`config.mk`:
```
export PLATFORM = sky130hd
export DESIGN_NAME = inv_mix_columns_seq
export DESIGN_NICKNAME = d
export VERILOG_FILES = /design/src/rtl/inv_mix_columns_seq.sv
export SDC_FILE = /design/constraint.sdc
export NUM_CORES = 1
export LEC_CHECK = 0
export BUFFER_PORTS_ARGS = -buffer_cell sky130_fd_sc_hd__buf_2
export CORE_MARGIN = 8
export CORE_UTILIZATION = 45
export CTS_CLUSTER_DIAMETER = 50
export CTS_CLUSTER_SIZE = 16
export DETAILED_ROUTE_END_ITERATION = 12
export GPL_TIMING_DRIVEN = 0
export PLACE_DENSITY = 0.67
export SYNTH_ARGS = -nofsm -noshare
export SYNTH_HDL_FRONTEND = slang
export SYNTH_SLANG_ARGS = --single-unit
```
`constraint.sdc`:
```
create_clock -name clk -period 4.45 [get_ports clk]
set_clock_uncertainty 0.05 [all_clocks]
set_input_delay 0.2225 -clock clk [delete_from_list [all_inputs] [get_ports clk]]
set_output_delay 0.2225 -clock clk [all_outputs]
set_load 0.03 [all_outputs]
```
`src/rtl/inv_mix_columns_seq.sv`:
```
// Iterative AES InvMixColumns: one 128-bit state per handshake, COLS_PER_CYCLE columns per clock,
// result held on a valid/ready output until taken.
module inv_mix_columns_seq #(
  parameter int unsigned COLS_PER_CYCLE = 1
) (
  input  logic         clk,
  input  logic         rst_n,
  input  logic         in_valid,
  output logic         in_ready,
  input  logic [127:0] state_in,
  output logic         out_valid,
  input  logic         out_ready,
  output logic [127:0] state_out,
  output logic         busy
);

  if (COLS_PER_CYCLE != 1 && COLS_PER_CYCLE != 2 && COLS_PER_CYCLE != 4) begin : gen_bad_cols
    $error("COLS_PER_CYCLE must be 1, 2 or 4");
  end

  // Element 0 is the MSB word, i.e. column 0.
  typedef logic [0:3][31:0] state_t;
  typedef enum logic [1:0] {StIdle, StBusy, StDone} st_e;

  localparam logic [1:0] ColStep = 2'(COLS_PER_CYCLE);
  localparam logic [1:0] LastIdx = 2'(4 - COLS_PER_CYCLE);

  function automatic logic [7:0] xtime(input logic [7:0] b);
    return {b[6:0], 1'b0} ^ (b[7] ? 8'h1b : 8'h00);
  endfunction

  function automatic logic [31:0] inv_col(input logic [31:0] col);
    logic [7:0] a  [4];
    logic [7:0] m9 [4];
    logic [7:0] mb [4];
    logic [7:0] md [4];
    logic [7:0] me [4];
    logic [7:0] x2, x4, x8;
    for (int i = 0; i < 4; i++) begin
      a[i]  = col[31-8*i -: 8];
      x2    = xtime(a[i]);
      x4    = xtime(x2);
      x8    = xtime(x4);
      m9[i] = x8 ^ a[i];
      mb[i] = x8 ^ x2 ^ a[i];
      md[i] = x8 ^ x4 ^ a[i];
      me[i] = x8 ^ x4 ^ x2;
    end
    return {me[0] ^ mb[1] ^ md[2] ^ m9[3],
            m9[0] ^ me[1] ^ mb[2] ^ md[3],
            md[0] ^ m9[1] ^ me[2] ^ mb[3],
            mb[0] ^ md[1] ^ m9[2] ^ me[3]};
  endfunction

  st_e          state_q, state_d;
  state_t       work_q, work_d;
  logic [1:0]   col_idx_q, col_idx_d;
  logic [127:0] out_q, out_d;
  logic [1:0]   idx;

  always_comb begin
    state_d   = state_q;
    work_d    = work_q;
    col_idx_d = col_idx_q;
    out_d     = out_q;
    idx       = '0;
    in_ready  = 1'b0;
    out_valid = 1'b0;
    busy      = 1'b0;
    case (state_q)
      StIdle: begin
        in_ready = 1'b1;
        if (in_valid) begin
          work_d    = state_in;
          col_idx_d = '0;
          state_d   = StBusy;
        end
      end
      StBusy: begin
        busy = 1'b1;
        for (int j = 0; j < int'(COLS_PER_CYCLE); j++) begin
          idx         = col_idx_q + 2'(j);
          work_d[idx] = inv_col(work_q[idx]);
        end
        col_idx_d = col_idx_q + ColStep;
        if (col_idx_q == LastIdx) begin
          out_d   = work_d;
          state_d = StDone;
        end
      end
      StDone: begin
        out_valid = 1'b1;
        in_ready  = out_ready;
        if (out_ready) begin
          if (in_valid) begin
            work_d    = state_in;
            col_idx_d = '0;
            state_d   = StBusy;
          end else begin
            state_d = StIdle;
          end
        end
      end
      default: state_d = StIdle;
    endcase
  end

  always_ff @(posedge clk or negedge rst_n) begin
    if (!rst_n) begin
      state_q   <= StIdle;
      work_q    <= '0;
      col_idx_q <= '0;
      out_q     <= '0;
    end else begin
      state_q   <= state_d;
      work_q    <= work_d;
      col_idx_q <= col_idx_d;
      out_q     <= out_d;
    end
  end

  assign state_out = out_q;

endmodule

```
==> impl_metrics.tcl, run 1 <==
set metrics [dict create \
    clock-root-buffer "clkbuf_16" \
    grt_pass1_wl_um 84700 \
    drcViolationCount 0 \
    dr_wl_met2_um 26600 \
    critPathLaunch "col_idx_q[1]" \
    synth_seq_cells 260 \
    core_um2 31200 \
    synth-simple-area-share_pct 4.72 \
    post-dp-hpwl_um 41300 \
    initial_utilization_pct 45.3 \
    grt_start_max_net_pins 121 \
    num_rows 65 \
    io_buffer_count 262 \
    r2r-start "col_idx_q[1]" \
    cts.sinks 260 \
    cp-end-kind "flop" \
    grt_setup_unrepaired "no" \
    muxShareOfSynthArea_pct 7.11 \
    antenna_found_initial 1 \
    dr.pass1.iters 6 \
    drt_iter0_markers 1401 \
    die_area_um2 37400 \
    cts_setup_buffers 0 \
    avgSynthCellArea_um2 11.1 \
    synth_flop_cell "dfrtp_1" \
    drt-met1-wl_um 23100 \
    synthTopCellsByArea "dfrtp_1 (46%), a21oi_1 (5.7%), xnor2_1 (4.8%)" \
    min_from "state_in[64]" \
    cp_max_fo 10 \
    final_area_um2 18300 \
    max-cap-violations 0 \
    gr-total-overflow 0 \
    synth_top_area_cell "dfrtp_1" \
    synthToLayoutAreaGrowth_pct 29.1 \
    worst_slack_ns 0.177 \
    routed_wl_um 57800 \
    via_per_inst 6.04 \
    final_nets 1830 \
    cp_data_required_time_ns 4.85 \
    dr.max_layer_used "met4" \
    ioPinCount 263 \
    synth-compound-area-share_pct 20.8 \
    insertion_delay_ns 0.57 \
    yosysMostFrequentCell "dfrtp_1" \
    clkTransAtPathRegs_ns 0.07 \
    synth-adder-area-share_pct 0.354 \
    hold_violations 0 \
    synth_common_cells "dfrtp_1 (260), a21oi_1 (161), o21ai_0 (131)" \
    dpl_worst_slack_ns 0.128 \
    final.setup.tns_ns 0 \
    synthCells 1279 \
    fin_crit_ns 4.27 \
    syn_area_um2 14200 \
    cp-start-kind "flop" \
    vias 12800 \
    critPathArrivalTime_ns 4.67 \
    drv_slew 0 \
    seq_area_frac_synth_pct 46.0 \
    yosys_warnings 0 \
    async_flop_share_pct 100 \
    gr-usage-all-layers_pct 29.9 \
    cts.path.max_buffers 3 \
    cts-buffers-inserted 29 \
    die_x_um 193 \
    syn_nets 1415 \
    slew_headroom_pct 14.4 \
    worst_slew_pin_slew_ns 1.27 \
    yosysTopAreaCellShare_pct 46.0 \
    fp.dieH_um 193 \
    htreeDepth 1 \
    wl_met3_um 5780 \
    first_global_vias 13100 \
    hold_class "in2reg" \
    setup_viol 0 \
    synth_edf_count 0 \
    finalWeightedCongestion 0.998 \
    n_fill_cell 2722 \
    outcome "finished clean" \
    synth_top_family_by_area "compound AO/OA/AOI/OAI gates" \
    drtAntennaViolNets 0 \
    wl_per_cell_um 27.3 \
    drive_above_1_share_pct 23.3 \
    yosysUniqueCellTypes 45 \
    path_class "reg2reg" \
    finalHoldWorstSlack_ns 0.0194 \
    clock.fmax_mhz 234 \
    cts_tree "built" \
    synth_xor_area_share_pct 17.4 \
    place_area_um2 16000 \
    fin_crit_sh_pct 96.0 \
]
==> routing by layer <==
layer | global-route usage [%] | up-vias
met5 | 0 | -
met4 | 12.3 | 0
met3 | 5.55 | 143
met2 | 48.1 | 884
met1 | 39.6 | 6319
li1 | - | 5446
==> sequential cells by signal, summed over array words and instances (netlist names) <==
signal	count
state_q	2
work_q	128
state_out	128
col_idx_q	2
==> through the flow <==
| stage | cells | utilization [%] |
|---|---|---|
| 3_3_place_gp | 1943 | 51.1 |
| 3_5_place_dp | 1945 | 51.3 |
| 6_report | 2119 | 58.5 |
| 5_1_grt | 2118 | 58.5 |
| 2_1_floorplan | 1279 | - |
| 4_1_cts | 2118 | 58.5 |
==> cell families (layout without fill, tap and decap cells) <==
kind of cell | after synthesis | count (layout)
xor+xnor | 179 | 179
mux | 56 | 56
fa+ha+maj | 4 | 4
other cells | 0 | 1
simple gates | 166 | 166
flops | 260 | 260
buf+inv | 117 | 554
compound gates | 497 | 497
==> worst max-delay path, stage by stage (launching register included) <==
cell and delay (ns):
dfrtp_1 0.41, clkbuf_2 0.29, buf_2 0.44, buf_4 0.35
mux4_1 0.52, xnor2_2 0.43, xnor3_1 0.45, xor2_1 0.30
xor2_1 0.65, nand2b_1 0.19, a21oi_1 0.07
==> placed cells by master (no fill, tap or decap), types with 29 or more instances in the layout <==
| cell | n |
|---|---|
| xnor2_1 | 77 |
| nor2_1 | 65 |
| a22oi_1 | 64 |
| buf_2 | 272 |
| a21oi_1 | 161 |
| o21a_1 | 46 |
| o22ai_1 | 39 |
| clkbuf_1 | 78 |
| o21ai_0 | 131 |
| dlygate4sd3_1 | 120 |
| dfrtp_1 | 260 |
| clkbuf_16 | 29 |
| nand2_1 | 84 |
==> timing repair <==
action / CTS / global route
resized for setup: 0 / 2
hold buffers: 120 / 0
endpoints found under the setup margin: 0 / 12
endpoints found under the hold margin: 205 / 0
==> cell type report <==
cell class | count | area (um2) | share of cell area [%]
Clock inverter | 19 | 253 | 1.38
Tap cell | 402 | 503 | 2.75
Buffer | 103 | 472 | 2.58
Clock buffer | 34 | 774 | 4.24
Inverter | 14 | 52.6 | 0.288
Antenna cell | 1 | 2.50 | 0.0137
Multi-Input combinational cell | 902 | 7130 | 39.0
Sequential cell | 260 | 6510 | 35.6
Timing Repair Buffer | 384 | 2580 | 14.1
==> path summary, 6_finish.rpt <==
kind | slack, ns | cells after the start | endpoint
setup / recovery | 0.18 | 10 | state_out[87]
hold / removal | 0.02 | 4 | work_q[64]
setup reg to reg | 0.18 | 10 | state_out[87]
hold reg to reg | 0.42 | 2 | state_out[9]
max in group asynchronous | 3.28 | 3 | work_q[24]
min in group asynchronous | 0.09 | 2 | state_out[15]
Power of run 1 is left out: the tool's default activity adds up to more than one toggle a clock period on the data nets, which glitch-free logic cannot reach.
==> run 2: changes to the inputs <==
==> constraint.sdc (replaced) <==
create_clock -name clk -period 4.45 [get_ports clk]
set_clock_uncertainty 0.05 [all_clocks]
set_input_delay 0.6675 -clock clk [delete_from_list [all_inputs] [get_ports clk]]
set_output_delay 0.6675 -clock clk [all_outputs]
set_load 0.03 [all_outputs]
==> run 2 against run 1 <==
Against the previous run:
- utilization is 3.8 points lower
- die area stayed put
- largest cell class unchanged
- fmax is 1.3% higher
- worst setup slack better by 0.054 ns
- final cell count is 5.6% lower
- critical path type unchanged
- routed wire length is 1.7% lower
- via count is 3.8% lower
- sequential share of layout area is 2.5 points higher
- register-to-register slack better by 0.05 ns
- worst hold slack better by 0.28 ns
==> impl_metrics.tcl, run 2 (same netlist as run 1, synthesis figures left out) <==
set metrics [dict create \
    outcome "finished clean" \
    crit_path_frequent_cell "xor2_1" \
    cp-start-kind "flop" \
    fp.dieH_um 193 \
    drcViolationCount 0 \
    drt_iter0_markers 1355 \
    wl_per_cell_um 28.4 \
    antenna_found_initial 1 \
    grt_setup_unrepaired "no" \
    drtAntennaViolNets 0 \
    dr.pass1.iters 8 \
    path_class "reg2reg" \
    io_buffer_count 262 \
    clock-root-buffer "clkbuf_16" \
    cts_tree "built" \
    post-dp-hpwl_um 41300 \
    routed_wl_um 56800 \
    num_rows 65 \
    layout_commonest_cell "buf_2" \
    cts.sinks 260 \
    grt_start_max_net_pins 121 \
    worst_slew_pin_slew_ns 1.30 \
    slew_headroom_pct 12.5 \
    fin_crit_sh_pct 94.8 \
    fin_crit_ns 4.22 \
    drv_slew 0 \
    final_cell_mix "buf_2 (272), dfrtp_1 (260), a21oi_1 (161)" \
    vias 12300 \
    die_area_um2 37400 \
    cts-buffers-inserted 29 \
    regArea_um2 6510 \
    core_um2 31200 \
    max-cap-violations 0 \
    cts.path.max_buffers 3 \
    hold_violations 0 \
    place_area_um2 16000 \
    finalWeightedCongestion 0.998 \
    hold_class "in2reg" \
    htreeDepth 1 \
    worstPathCellList "clkbuf_2, buf_2, buf_4, mux4_1, xnor2_2, xnor3_1, xor2_1, xor2_1, nand2b_1, a21oi_1" \
    die_x_um 193 \
    setup_viol 0 \
    via_per_inst 6.15 \
    final_nets 1711 \
    multi_input_area_um2 7130 \
    cp_max_fo 10 \
    cp_slowest_stage_delay_ns 0.65 \
    cp_data_required_time_ns 4.85 \
    synthToLayoutAreaGrowth_pct 20.7 \
    clock.fmax_mhz 237 \
    crit_buf_inv 3 \
    gr-usage-all-layers_pct 29.3 \
    insertion_delay_ns 0.57 \
    gr-total-overflow 0 \
    initial_utilization_pct 45.3 \
    clkTransAtPathRegs_ns 0.07 \
    critPathArrivalTime_ns 4.62 \
    critPathSlowestCell "xor2_1" \
    n_fill_cell 2868 \
    cp-end-kind "flop" \
    ioPinCount 263 \
    first_global_vias 12600 \
    drive_above_1_share_pct 25.0 \
    grt_pass1_wl_um 82300 \
    crit_family "XOR/XNOR gates" \
    final_area_um2 17100 \
]
==> run 2: final cells by class <==
| cell class | count | share of cell area (%) |
|---|---|---|
| Clock inverter | 19 | 1.48 |
| Buffer | 103 | 2.76 |
| Inverter | 14 | 0.308 |
| Sequential cell | 260 | 38.1 |
| Antenna cell | 2 | 0.0293 |
| Timing Repair Buffer | 265 | 8.11 |
| Tap cell | 402 | 2.94 |
| Clock buffer | 34 | 4.53 |
| Multi-Input combinational cell | 902 | 41.7 |
==> run 2: timing repair <==
item | in CTS | in global routing
hold endpoints to repair | 50 | 0
hold buffers | 1 | 0
endpoints found under the setup margin | 0 | 12
resized for setup | 0 | 2
setup buffers | 0 | 0
==> run 2: worst register-to-register path: cells and delay by family (launching register included) <==
family	cells	cell delay, ns
DFF	1	0.41
muxes	1	0.52
xor gates and xnor gates	4	1.80
AOI/OAI and AO/OA	1	0.07
and+or+nand+nor	1	0.19
buffers and inverters	3	1.05
==> run 2: metrics by stage <==
| stage | TNS, ns | cells | utilization [%] | setup slack, ns | hold WS (ns) |
|---|---|---|---|---|---|
| final | 0 | 2001 | 54.7 | 0.231 | 0.297 |
| after global routing | 0 | 1999 | 54.7 | 0.163 | 0.309 |
| after CTS | 0 | 1999 | 54.7 | 0.111 | 0.290 |
| after detailed placement | 0 | 1945 | 51.3 | 0.128 | 0.410 |
| after global placement | -553.27 | 1943 | 51.1 | -2.15 | 0.408 |
| after floorplan | 0 | 1279 | - | 1.27 | 0.322 |
==> run 2: metal layers <==
layer  up-vias  track usage, %  part of all wire (%)
met5         -               0                     0
met4         0            11.8                   3.8
met3       135            5.81                   9.7
met2       809            46.6                    46
met1      6158            39.0                    41
li1       5206               -                     -
==> run 2: path summary, 6_finish.rpt <==
| kind | from | endpoint | slack [ns] | depth (start not counted) |
|---|---|---|---|---|
| max | col_idx_q[1] | state_out[87] | 0.23 | 10 |
| min | state_in[111] | work_q[111] | 0.30 | 3 |
| max reg2reg | col_idx_q[1] | state_out[87] | 0.23 | 10 |
| min reg2reg | state_out[9] | state_out[9] | 0.42 | 2 |
| max in group asynchronous | rst_n | work_q[88] | 2.84 | 3 |
| min in group asynchronous | rst_n | state_out[15] | 0.54 | 2 |
Power of run 2 is left out for the same reason.
==> run 3: changes to the inputs <==
--- a/config.mk
+++ b/config.mk
@@ -12,7 +12,7 @@
 export CTS_CLUSTER_SIZE = 16
 export DETAILED_ROUTE_END_ITERATION = 12
 export GPL_TIMING_DRIVEN = 0
-export PLACE_DENSITY = 0.67
+export PLACE_DENSITY = 0.69
 export SYNTH_ARGS = -nofsm -noshare
 export SYNTH_HDL_FRONTEND = slang
 export SYNTH_SLANG_ARGS = --single-unit
==> constraint.sdc (replaced) <==
create_clock -name clk -period 3.7 [get_ports clk]
set_clock_uncertainty 0.05 [all_clocks]
set_input_delay 0.555 -clock clk [delete_from_list [all_inputs] [get_ports clk]]
set_output_delay 0.555 -clock clk [all_outputs]
set_load 0.03 [all_outputs]
==> run 3 against run 2 <==
Against the previous run:
- final cell count grew 1.1%
- sequential cell count is the same
- non-clock buffer count up 22
- register-to-register slack got worse by 0.21 ns
- clock-buffer cell count rose by 1
- die area unchanged
- largest cell class unchanged
- worst setup slack lost 0.21 ns
- fmax rose by 15%
- routed wire length up 0.52%
- via count up 0.78%
- sequential share of layout area decreased by 1.2 points
- global-route usage hardly changed
==> impl_metrics.tcl, run 3 (same netlist as run 1, synthesis figures left out) <==
set metrics [dict create \
    final_nets 1735 \
    final_cell_mix "buf_2 (270), dfrtp_1 (260), a21oi_1 (161)" \
    core_um2 31200 \
    routed_wl_um 57100 \
    vias 12400 \
    hold_class "in2reg" \
    hold_end "work_q[30]" \
    cts.path.max_buffers 3 \
    cts.sinks 260 \
    wl_per_cell_um 28.2 \
    clock.fmax_mhz 272 \
    path_class "reg2reg" \
    grt_pass1_wl_um 82300 \
    reg2reg_depth 9 \
    cp_slowest_stage_delay_ns 0.63 \
    dr.pass1.iters 9 \
    ioPinCount 263 \
    post-dp-hpwl_um 41400 \
    finalHoldWorstSlack_ns 0.187 \
    gr-total-overflow 0 \
    cp_max_fo 8 \
    initial_utilization_pct 45.3 \
    via_per_inst 6.13 \
    crit_buf_inv 3 \
    fp.dieH_um 193 \
    slew_headroom_pct 29.0 \
    cts_tree "built" \
    fin_crit_sh_pct 99.4 \
    drive_above_1_share_pct 28.1 \
    critPathArrivalTime_ns 4.04 \
    worstPathCellList "buf_8, mux4_1, buf_2, xor2_4, xnor3_1, xnor3_2, xnor2_4, buf_4, o21ai_0" \
    first_global_vias 12600 \
    cp-start-kind "flop" \
    gr-usage-all-layers_pct 29.3 \
    cts-buffers-inserted 31 \
    drtAntennaViolNets 0 \
    drv_slew 0 \
    io_buffer_count 262 \
    whs_path_depth 3 \
    finalWeightedCongestion 0.947 \
    layout_commonest_cell "buf_2" \
    max-cap-violations 0 \
    htreeDepth 1 \
    grt_start_max_net_pins 114 \
    critPathSlowestCell "mux4_1" \
    r2r-start "col_idx_q[0]" \
    clock-root-buffer "clkbuf_16" \
    clkTransAtPathRegs_ns 0.07 \
    insertion_delay_ns 0.57 \
    outcome "finished clean" \
    cp_data_required_time_ns 4.06 \
    worst_slew_pin_slew_ns 1.06 \
    drt_iter0_markers 1626 \
    diodes 0 \
    synthToLayoutAreaGrowth_pct 24.5 \
    antenna_found_initial 0 \
    cp-end-kind "flop" \
    setup_viol 0 \
    grt_setup_unrepaired "yes" \
    fin_crit_ns 3.68 \
    die_area_um2 37400 \
    drcViolationCount 0 \
    num_rows 65 \
    min_from "state_in[30]" \
    die_x_um 193 \
    hold_violations 0 \
    r2r_slack_ns 0.02 \
    timing.rr.end "state_out[28]" \
    crit_family "XOR/XNOR gates" \
]
[run 3: cell count changes in the layout (fill, tap and decap cells not counted), sizes merged]
| cell | previous run | this run |
|---|---|---|
| buf | 290 | 314 |
| clkbuf | 111 | 110 |
| bufinv | 4 | 2 |
| clkinv | 11 | 9 |
| diode | 2 | 0 |
| inv | 16 | 22 |
[run 3: metrics by stage]
step	setup WS (ns)	setup TNS (ns)	utilization [%]	cell area (um2)	instances
floorplan	0.524	0	-	14200	1279
finish	0.0215	0	56.4	17600	2024
global route	-0.0215	-0.0499	56.4	17600	2024
global placement	-2.74	-734.44	51.1	16000	1943
CTS	-0.0616	-0.160	55.4	17300	2006
detailed placement	-0.666	-39.04	51.3	16000	1945
[run 3: timing repair]
item	in CTS	in global routing
hold buffers	1	0
endpoints found under the setup margin	201	107
hold endpoints to repair	71	0
pin swaps	6	13
setup buffers	5	19
resized for setup	26	26
[run 3: per-layer routing]
| layer | track usage, % | part of all wire, % |
|---|---|---|
| met3 | 7.32 | 9.8 |
| met2 | 46.5 | 46 |
| met4 | 11.5 | 3.9 |
| met1 | 38.1 | 40 |
| met5 | 0 | 0 |
[run 3: how the worst max path moves through the flow]
stage / from / end / slack (ns) / cells after the start
after global routing: col_idx_q[0] / work_q[56] / -0.02 / 10
after floorplan: col_idx_q[0] / work_q[121] / 0.52 / 9
final: col_idx_q[0] / state_out[28] / 0.02 / 9
after detailed placement: col_idx_q[1] / work_q[81] / -0.67 / 10
after CTS: col_idx_q[0] / state_out[34] / -0.06 / 9
after global placement: rst_n / state_out[32] / -2.74 / 1
[run 3: worst reg2reg max path: cells and delay by family (launching register included)]
kind                   cells  cell delay (ns)
XOR/XNOR                   4             1.72
buffers and inverters      3             0.65
multiplexers               1             0.64
flip-flops                 1             0.40
AO/OA/AOI/OAI              1             0.07
[run 3: layout make-up]
cell class | instances | area, um2
clock buffers | 35 | 811
fillers | 2807 | 13600
plain buffers | 101 | 489
clock inverters | 21 | 263
well taps | 402 | 503
repair buffers | 289 | 1600
multi-input cells | 902 | 7390
inverters | 14 | 52.6
flip-flops and latches | 260 | 6510
Power of run 3 is left out for the same reason.
